## src/rtl/alu_arbiter.sv

```systemverilog
`timescale 1ns/1ps
// alu_arbiter: shares one combinational add/sub ALU between two requesters.
// One operation is in flight at a time; it walks IDLE -> EXEC -> RESP.
// Optional build macro: ALU_ARB_FIXED_PRIO_EN selects fixed priority
// (requester 0 wins contention). Without it, round-robin arbitration is used.
//
// Handshakes: a request transfers on a clock edge where req_valid[i] and
// req_ready[i] are both high; requesters keep valid and operands stable until
// then. A response transfers on an edge where rsp_valid[i] and rsp_ready[i]
// are both high; rsp_result/rsp_zero stay stable while rsp_valid is high.
module alu_arbiter #(
   parameter int DATA_W = 32
) (
   input  logic              clk,
   input  logic              reset,
   input  logic [1:0]        req_valid,
   output logic [1:0]        req_ready,
   input  logic [DATA_W-1:0] req0_src1,
   input  logic [DATA_W-1:0] req0_src2,
   input  logic              req0_sub,
   input  logic [DATA_W-1:0] req1_src1,
   input  logic [DATA_W-1:0] req1_src2,
   input  logic              req1_sub,
   output logic [1:0]        rsp_valid,
   input  logic [1:0]        rsp_ready,
   output logic [DATA_W-1:0] rsp_result,
   output logic              rsp_zero,
   output logic [DATA_W-1:0] alu_src1,
   output logic [DATA_W-1:0] alu_src2,
   output logic [1:0]        ALU_Op,
   output logic              add_sub_sel,
   input  logic [DATA_W-1:0] alu_result,
   input  logic              alu_zero,
   output logic [1:0]        dbg_state,
   output logic              dbg_last_grant
);

   typedef enum logic [1:0] {
      ST_IDLE = 2'd0,
      ST_EXEC = 2'd1,
      ST_RESP = 2'd2
   } state_t;

   state_t            r_state;
   state_t            w_next_state;
   logic              w_gnt;
   logic              w_accept;
   logic              w_done;
   logic [DATA_W-1:0] r_op_src1;
   logic [DATA_W-1:0] r_op_src2;
   logic              r_op_sub;
   logic              r_op_gnt;
   logic              r_last_grant;
   logic [1:0]        r_rsp_valid;
   logic [DATA_W-1:0] r_rsp_result;
   logic              r_rsp_zero;

   // Grant selection: a lone requester always wins; contention is resolved by policy.
   always_comb begin
      w_gnt = 1'b0;
      if (req_valid == 2'b11) begin
`ifdef ALU_ARB_FIXED_PRIO_EN
         w_gnt = 1'b0;
`else
         w_gnt = ~r_last_grant;
`endif
      end else if (req_valid == 2'b10) begin
         w_gnt = 1'b1;
      end
   end

   // Next-state and handshake strobes; req_ready only depends on state, req_valid, last grant.
   always_comb begin
      w_next_state = r_state;
      req_ready    = 2'b00;
      w_accept     = 1'b0;
      w_done       = 1'b0;
      case (r_state)
         ST_IDLE: begin
            if (req_valid != 2'b00) begin
               req_ready[w_gnt] = 1'b1;
               w_accept         = 1'b1;
               w_next_state     = ST_EXEC;
            end
         end
         ST_EXEC: begin
            w_next_state = ST_RESP;
         end
         ST_RESP: begin
            // rsp_ready on the bit we are not serving is deliberately ignored.
            if (rsp_ready[r_op_gnt]) begin
               w_done       = 1'b1;
               w_next_state = ST_IDLE;
            end
         end
         default: begin
            w_next_state = ST_IDLE;
         end
      endcase
   end

   // State register.
   always_ff @(posedge clk) begin
      if (reset) r_state <= ST_IDLE;
      else       r_state <= w_next_state;
   end

   // Operand registers: capture the granted requester's operation on accept.
   always_ff @(posedge clk) begin
      if (reset) begin
         r_op_src1 <= '0;
         r_op_src2 <= '0;
         r_op_sub  <= 1'b0;
         r_op_gnt  <= 1'b0;
      end else if (w_accept) begin
         r_op_src1 <= w_gnt ? req1_src1 : req0_src1;
         r_op_src2 <= w_gnt ? req1_src2 : req0_src2;
         r_op_sub  <= w_gnt ? req1_sub  : req0_sub;
         r_op_gnt  <= w_gnt;
      end
   end

   // Response registers: capture the ALU at the end of EXEC, clear valid on handshake.
   always_ff @(posedge clk) begin
      if (reset) begin
         r_rsp_valid  <= 2'b00;
         r_rsp_result <= '0;
         r_rsp_zero   <= 1'b0;
      end else if (r_state == ST_EXEC) begin
         r_rsp_valid  <= r_op_gnt ? 2'b10 : 2'b01;
         r_rsp_result <= alu_result;
         r_rsp_zero   <= alu_zero;
      end else if (w_done) begin
         r_rsp_valid  <= 2'b00;
      end
   end

   // Round-robin history: remember who was served last; requester 0 wins the first tie.
   always_ff @(posedge clk) begin
      if (reset)       r_last_grant <= 1'b1;
      else if (w_done) r_last_grant <= r_op_gnt;
   end

   assign alu_src1       = r_op_src1;
   assign alu_src2       = r_op_src2;
   assign add_sub_sel    = r_op_sub;
   assign ALU_Op         = 2'b00;
   assign rsp_valid      = r_rsp_valid;
   assign rsp_result     = r_rsp_result;
   assign rsp_zero       = r_rsp_zero;
   assign dbg_state      = r_state;
   assign dbg_last_grant = r_last_grant;

endmodule

```

## config.mk

```make
export PLATFORM = sky130hd
export DESIGN_NAME = alu_arbiter
export DESIGN_NICKNAME = d
export VERILOG_FILES = /design/src/rtl/alu_arbiter.sv
export SDC_FILE = /design/constraint.sdc
export NUM_CORES = 1
export LEC_CHECK = 0
export BUFFER_PORTS_ARGS = -buffer_cell sky130_fd_sc_hd__buf_2
export CORE_ASPECT_RATIO = 1.1
export CORE_MARGIN = 2
export CORE_UTILIZATION = 39
export CTS_CLUSTER_SIZE = 16
export DETAILED_ROUTE_END_ITERATION = 7
export GPL_TIMING_DRIVEN = 0
export PLACE_DENSITY = 0.82
export SLEW_MARGIN = 10
export SYNTH_ARGS = -nofsm -noshare
export SYNTH_HDL_FRONTEND = slang
export SYNTH_SLANG_ARGS = --single-unit
```

## constraint.sdc

```tcl
create_clock -name clk -period 1.3 [get_ports clk]
set_input_delay 0.13 -clock clk [delete_from_list [all_inputs] [get_ports clk]]
set_output_delay 0.13 -clock clk [all_outputs]
set_load 0.05 [all_outputs]
```

==> impl_metrics.tcl, run 1 <==
set metrics [dict create \
    violations "negative setup slack" \
    rsz0062_at_grt "yes" \
    viasPerCell 5.37 \
    htree_levels 3 \
    dr.pass1.iters 5 \
    setup_tns_ns -7.01 \
    cp-end-kind "output port" \
    cts_made_buffers 9 \
    cts_buffer_depth 2 \
    irDropWorstVdd_mv 0.758 \
    ys_seq_elements 104 \
    ys_warn_count 0 \
    leakage_nw 3.14 \
    diodes 0 \
    synth.distinct_cells 29 \
    max_slew.worst_pin.slew_ns 0.751 \
    timing.final.crit_share_pct 114 \
    clock_sinks 104 \
    start_kind "register" \
    num_vias 5462 \
    clk_pin_slew_ns 0.07 \
    cts-root-buf "clkbuf_16" \
    max_freq_mhz 677 \
    rows 40 \
    cap_violations 0 \
    dpl_worst_slack_ns -0.270 \
    grt_use_total_pct 25.8 \
    dp_hpwl_um 11800 \
    grt_max_degree 19 \
    cp_cell_sequence "nor2_4 > buf_8 > buf_8 > and3_4 > buf_8" \
    synth_top_area_cell "dfxtp_1" \
    max_slew_margin_pct 49.9 \
    die_area_um2 12200 \
    fill_cells 986 \
    placedInstanceArea_um2 5990 \
    synth_area_um2 4410 \
    drt_wl_total_um 16600 \
    seq_area_frac_synth_pct 47.2 \
    grt_pass1_wl_um 25100 \
    crit_buf_inv 3 \
    area_growth_pct 58.4 \
    drt_iter0_markers 337 \
    cp_top_family "flip-flops" \
    numPortBuffers 272 \
    initial_core_util_pct 40.2 \
    timing.hold.ws_ns 0.0188 \
    ys_top_cells_by_area "dfxtp_1 (47%), nand3_1 (15%), a31oi_1 (9.2%)" \
    syn_inst 557 \
    status "complete, but fails checks" \
    synth_top_area_share_pct 47.2 \
    slew_viol_final 0 \
    core_um2 11000 \
    drc 0 \
    place_congestion 0.865 \
    die_h_um 116 \
    finalHoldViolCount 0 \
    overflow 0 \
    critPathRequiredTime_ns 1.17 \
    min_period_ns 1.48 \
    wl_per_cell_um 16.3 \
    slowest_stage "dfxtp_4" \
    nets 1034 \
    skew_ns 0.0118 \
    power.density_nw_per_um2 1450 \
    synth_ff_type "dfxtp_1" \
    die_x_um 105 \
    async_flop_share_pct 0 \
    finalSetupViolCount 64 \
    drive_above_1_share_pct 48.0 \
    cp_common_cell "buf_8" \
    syn_avg_cell_area_um2 7.92 \
    ant_nets 0 \
    cts_tree "yes" \
    worst_hold_path_type "input pin to register" \
    criticalPathCategory "register to output port" \
    fin_ws_ns -0.178 \
    worstPathArrival_ns 1.35 \
    slowest_delay_ns 0.36 \
    antenna_found_initial 1 \
    worst-path-max-fanout 3 \
    boundaryPins 276 \
    synth_edf_count 0 \
    grt_pass1_vias 5235 \
    fin_util_pct 63.7 \
    clkLatencyLatePin_ns 0.34 \
    fin_area_um2 6990 \
]
-- repair_timing --
item,4_1_cts,5_1_grt
buffers inserted,12,5
cloned,3,5
pin swaps,15,31
resized for setup,111,52
hold buffers,0,0
setup endpoints to repair,63,99
-- worst reg2reg max path: stages (launching register included) --
cell and delay [ns]:
dfxtp_4 0.36, buf_4 0.15, or2_4 0.29, buf_12 0.16, buf_8 0.14, o21ai_2 0.14, a31oi_1 0.10
-- cell families (layout without fill, tap and decap cells) --
| group | Yosys count | in the layout | synth area share (%) |
|---|---|---|---|
| mux | 1 | 1 | 0.227 |
| flops | 104 | 104 | 47.2 |
| buf+inv | 65 | 377 | 7.91 |
| other cells | 1 | 2 | 0.0850 |
| compound gates | 173 | 173 | 21.8 |
| simple gates | 213 | 213 | 22.8 |
-- registers in the layout, summed over array words and instances, names as in the netlist --
name / cells
rsp_valid: 2
add_sub_sel: 1
dbg_last_grant: 1
rsp_result: 32
alu_src2: 32
rsp_zero: 1
alu_src1: 32
r_op_gnt: 1
dbg_state: 2
-- worst paths after layout --
check | start | end | slack, ns | depth (start not counted)
worst min register to register | rsp_result[21]$_SDFFE_PP0N_ | rsp_result[21]$_SDFFE_PP0N_ | 0.45 | 2
worst max-delay path | dbg_state[0]$_SDFFE_PP0P_ | req_ready[0] | -0.18 | 5
worst min-delay path | alu_result[10] | rsp_result[10]$_SDFFE_PP0N_ | 0.02 | 3
worst max register to register | dbg_state[0]$_SDFFE_PP0P_ | alu_src2[3]$_SDFFE_PP0P_ | -0.16 | 6
-- placed cells by master, fill, tap and decap left out, drive strengths merged, types with 3 or more instances in the layout --
master,n
a21oi,37
a31oi,65
buf,334
bufinv,3
clkbuf,35
dfxtp,104
inv,3
nand2,67
nand3,130
nor2,5
nor2b,3
o21ai,67
-- Yosys cell counts, drive strengths merged (2+ instances only) --
cell type  instances
nand3            130
dfxtp            104
nand2             67
o21ai             67
a31oi             65
buf               42
a21oi             37
clkbuf            22
nor2               5
nor2b              3
nand2b             2
o21bai             2
-- layout make-up --
cell class / instances / area (um2) / share of cell area [%]
multi-input cells: 389 / 2220 / 31.7
flip-flops and latches: 104 / 2090 / 30.0
repair buffers: 297 / 1630 / 23.4
plain buffers: 63 / 502 / 7.18
clock buffers: 9 / 225 / 3.22
well taps: 147 / 184 / 2.63
clock inverters: 7 / 124 / 1.77
inverters: 1 / 7.51 / 0.107
-- power breakdown --
part	switching, W	leakage [nW]	internal, W
sequential	0.000183	0.856	0.00347
combinational	0.00215	2.11	0.00113
clock	0.00125	0.172	0.00191
total	0.00358	3.14	0.00651
-- layer usage --
layer / share of wire [%] / vias up / wire (um) / global-route usage, %
li1: - / 2627 / - / -
met1: 40 / 2537 / 6570 / 30.2
met2: 51 / 253 / 8420 / 46.1
met3: 6.6 / 43 / 1090 / 4.89
met4: 2.8 / 2 / 463 / 11.0
met5: 0.079 / - / 13 / 0
-- stage by stage --
| stage | power, W | instances |
|---|---|---|
| 2_1_floorplan | 0.00563 | 558 |
| 3_3_place_gp | 0.00646 | 977 |
| 3_5_place_dp | 0.00648 | 977 |
| 4_1_cts | 0.00996 | 1008 |
| 5_1_grt | 0.0105 | 1017 |
| 6_report | 0.0101 | 1017 |
(Power assumes the default switching activity.)
==> run 2: changes to the inputs <==
--- a/config.mk
+++ b/config.mk
@@ -5,14 +5,16 @@
 export SDC_FILE = /design/constraint.sdc
 export NUM_CORES = 1
 export LEC_CHECK = 0
+export ABC_AREA = 1
 export BUFFER_PORTS_ARGS = -buffer_cell sky130_fd_sc_hd__buf_2
 export CORE_ASPECT_RATIO = 1.1
 export CORE_MARGIN = 2
 export CORE_UTILIZATION = 39
+export CTS_CLUSTER_DIAMETER = 100
 export CTS_CLUSTER_SIZE = 16
 export DETAILED_ROUTE_END_ITERATION = 7
 export GPL_TIMING_DRIVEN = 0
-export PLACE_DENSITY = 0.82
+export PLACE_DENSITY = 0.81
 export SLEW_MARGIN = 10
 export SYNTH_ARGS = -nofsm -noshare
 export SYNTH_HDL_FRONTEND = slang
==> run 2 against run 1 <==
The run still ends with negative setup slack left; register-to-register slack improved by 0.11 ns; utilization fell by 0.19 points; hold slack improved by 0.0097 ns; cell count rose by 12%.
==> impl_metrics.tcl, run 2 <==
set metrics [dict create \
    ys_warn_count 0 \
    final_common_cell "buf_2" \
    fin_ws_ns -0.213 \
    core_um2 11500 \
    status "complete, but fails checks" \
    rows 41 \
    place_congestion 0.909 \
    violations "negative setup slack" \
    setup_tns_ns -0.447 \
    max_slew.worst_pin.slew_ns 0.676 \
    dp_hpwl_um 11300 \
    drt_wl_total_um 15700 \
    grt_max_degree 20 \
    clock_sinks 104 \
    cp_cell_sequence "nand2_4 > nand2_4 > buf_8 > buf_8 > inv_8 > nand2_4 > clkinvlp_4 > buf_8" \
    cts_hold_buf 0 \
    syn_inst 682 \
    grt_use_total_pct 23.5 \
    slowest_delay_ns 0.36 \
    cp-end-kind "output port" \
    finalHoldViolCount 0 \
    drt_iter0_markers 370 \
    dp_cells 1105 \
    synth_top_area_share_pct 45.4 \
    die_area_um2 12600 \
    synth_ff_type "dfxtp_1" \
    combPwrFrac_pct 35.4 \
    sw_frac_of_total_pct 37.6 \
    min_period_ns 1.51 \
    drc 0 \
    htree_levels 3 \
    area_growth_pct 59.3 \
    slowest_stage "dfxtp_4" \
    die_h_um 118 \
    leakage_nw 3.82 \
    irDropWorstVdd_mv 0.924 \
    syn_avg_cell_area_um2 6.72 \
    cap_violations 0 \
    wl_per_cell_um 13.8 \
    boundaryPins 276 \
    seq_area_frac_synth_pct 45.4 \
    pwr-share-clk_pct 28.2 \
    ys_seq_elements 104 \
    synth_top_area_cell "dfxtp_1" \
    initial_core_util_pct 39.9 \
    intPower_w 0.00623 \
    rsz0062_at_grt "yes" \
    critPathRequiredTime_ns 1.17 \
    criticalPathCategory "register to output port" \
    final_cell_mix "buf_2 (277), nand2_1 (232), dfxtp_1 (101)" \
    die_x_um 107 \
    num_vias 5530 \
    timing.final.crit_share_pct 116 \
    synth.distinct_cells 17 \
    viasPerCell 4.83 \
    multi_input_area_um2 2510 \
    max_slew_margin_pct 54.9 \
    finalNonFillerCells 1144 \
    worstPathArrival_ns 1.38 \
    overflow 0 \
    ant_nets 0 \
    cts-root-buf "clkbuf_16" \
    dpl_worst_slack_ns -0.214 \
    drive_above_1_share_pct 43.5 \
    cts_buffer_depth 2 \
    cts_made_buffers 9 \
    synth_area_um2 4580 \
    numPortBuffers 272 \
    antenna_found_initial 1 \
    grt_pass1_wl_um 23900 \
    power.density_nw_per_um2 1370 \
    start_kind "register" \
    timing.hold.ws_ns 0.0285 \
    worst-path-max-fanout 2 \
    worst_hold_path_type "input pin to register" \
    async_flop_share_pct 0 \
    seq_power_share_pct 36.4 \
    synth.most_common_cell "nand2_1" \
    synth_edf_count 0 \
    fill_cells 1035 \
    synthTopCellsByCount "nand2_1 (274), dfxtp_1 (104), nor2_1 (70)" \
    nets 1157 \
    skew_ns 0.00922 \
    slew_viol_final 0 \
    dr.pass1.iters 6 \
    max_freq_mhz 661 \
    switchingPower_w 0.00376 \
    clkLatencyLatePin_ns 0.34 \
    ys_top_cells_by_area "dfxtp_1 (45%), nand2_1 (22%), a21oi_1 (7.5%)" \
    cts_tree "yes" \
    clk_pin_slew_ns 0.08 \
    finalSetupViolCount 6 \
    seqCellArea_um2 2090 \
    grt_pass1_vias 5054 \
]
==> run 2: cell types whose count changed after synthesis, sizes merged, moves of 6 or more <==
cell,change
nand2,+207
nor2,+66
a31oi,-65
nand3,-64
o21ai,-33
a21oi,+32
buf,-7
inv,+6
==> run 2: what timing repair did <==
| action | in CTS | in global routing |
|---|---|---|
| endpoints found under the setup margin | 84 | 95 |
| gates cloned | 7 | 0 |
| pin swaps | 4 | 43 |
| setup buffers | 13 | 4 |
| gates resized for setup | 69 | 133 |
==> run 2: final cells by class <==
cell class	count	area share [%]
multi-input cells	517	34.4
flip-flops and latches	104	28.6
repair buffers	295	22.5
plain buffers	53	6.77
clock buffers	9	3.08
well taps	150	2.57
clock inverters	7	1.15
inverters	8	0.771
diodes	1	0.0343
==> run 2: cells by family (layout without fill, tap and decap cells) <==
logic type	Yosys count	count (layout)	synth area share, %
simple gates	411	411	35.5
compound gates	104	104	11.7
flops	104	104	45.4
buf+inv	62	372	7.34
other cells	1	3	0.0818
==> run 2: power by group through the flow <==
stage	sequential [W]	combinational, W	clock [W]
2_1_floorplan	0.00475	0.000996	0
3_3_place_gp	0.00369	0.00287	0
3_5_place_dp	0.00371	0.00289	0
4_1_cts	0.00363	0.00327	0.00286
5_1_grt	0.00367	0.00377	0.00302
6_report	0.00364	0.00354	0.00282
==> run 2: path summary, 6_finish.rpt <==
path                          startpoint                          end  slack [ns]  cells past startpoint
min reg2reg    rsp_valid[0]$_SDFFE_PP0P_    rsp_valid[0]$_SDFFE_PP0P_        0.46                      2
min                       alu_result[25]  rsp_result[25]$_SDFFE_PP0N_        0.03                      3
max reg2reg  dbg_last_grant$_SDFFE_PP1P_    alu_src2[20]$_SDFFE_PP0P_       -0.05                      9
max          dbg_last_grant$_SDFFE_PP1P_                 req_ready[1]       -0.21                      8
==> run 2: stage by stage <==
step / power [W] / util (%) / cell area [um2]
finish: 0.00999 / 63.5 / 7300
CTS: 0.00976 / 60.1 / 6900
floorplan: 0.00575 / - / 4620
detailed placement: 0.00660 / 53.6 / 6160
global placement: 0.00657 / 53.6 / 6160
global route: 0.0105 / 63.5 / 7300
==> run 2: routing by layer <==
layer,up-vias,track usage [%],routed length [um]
met5,-,0,0
met2,221,41.6,8000
met4,0,8.09,370
met1,2491,27.7,6250
met3,29,5.43,1110
li1,2789,-,-
==> run 2: critical path: cells and delay by family (launching register included) <==
family	cells	cell delay [ns]
buffers and inverters	5	0.51
and+or+nand+nor	3	0.17
DFF	1	0.36
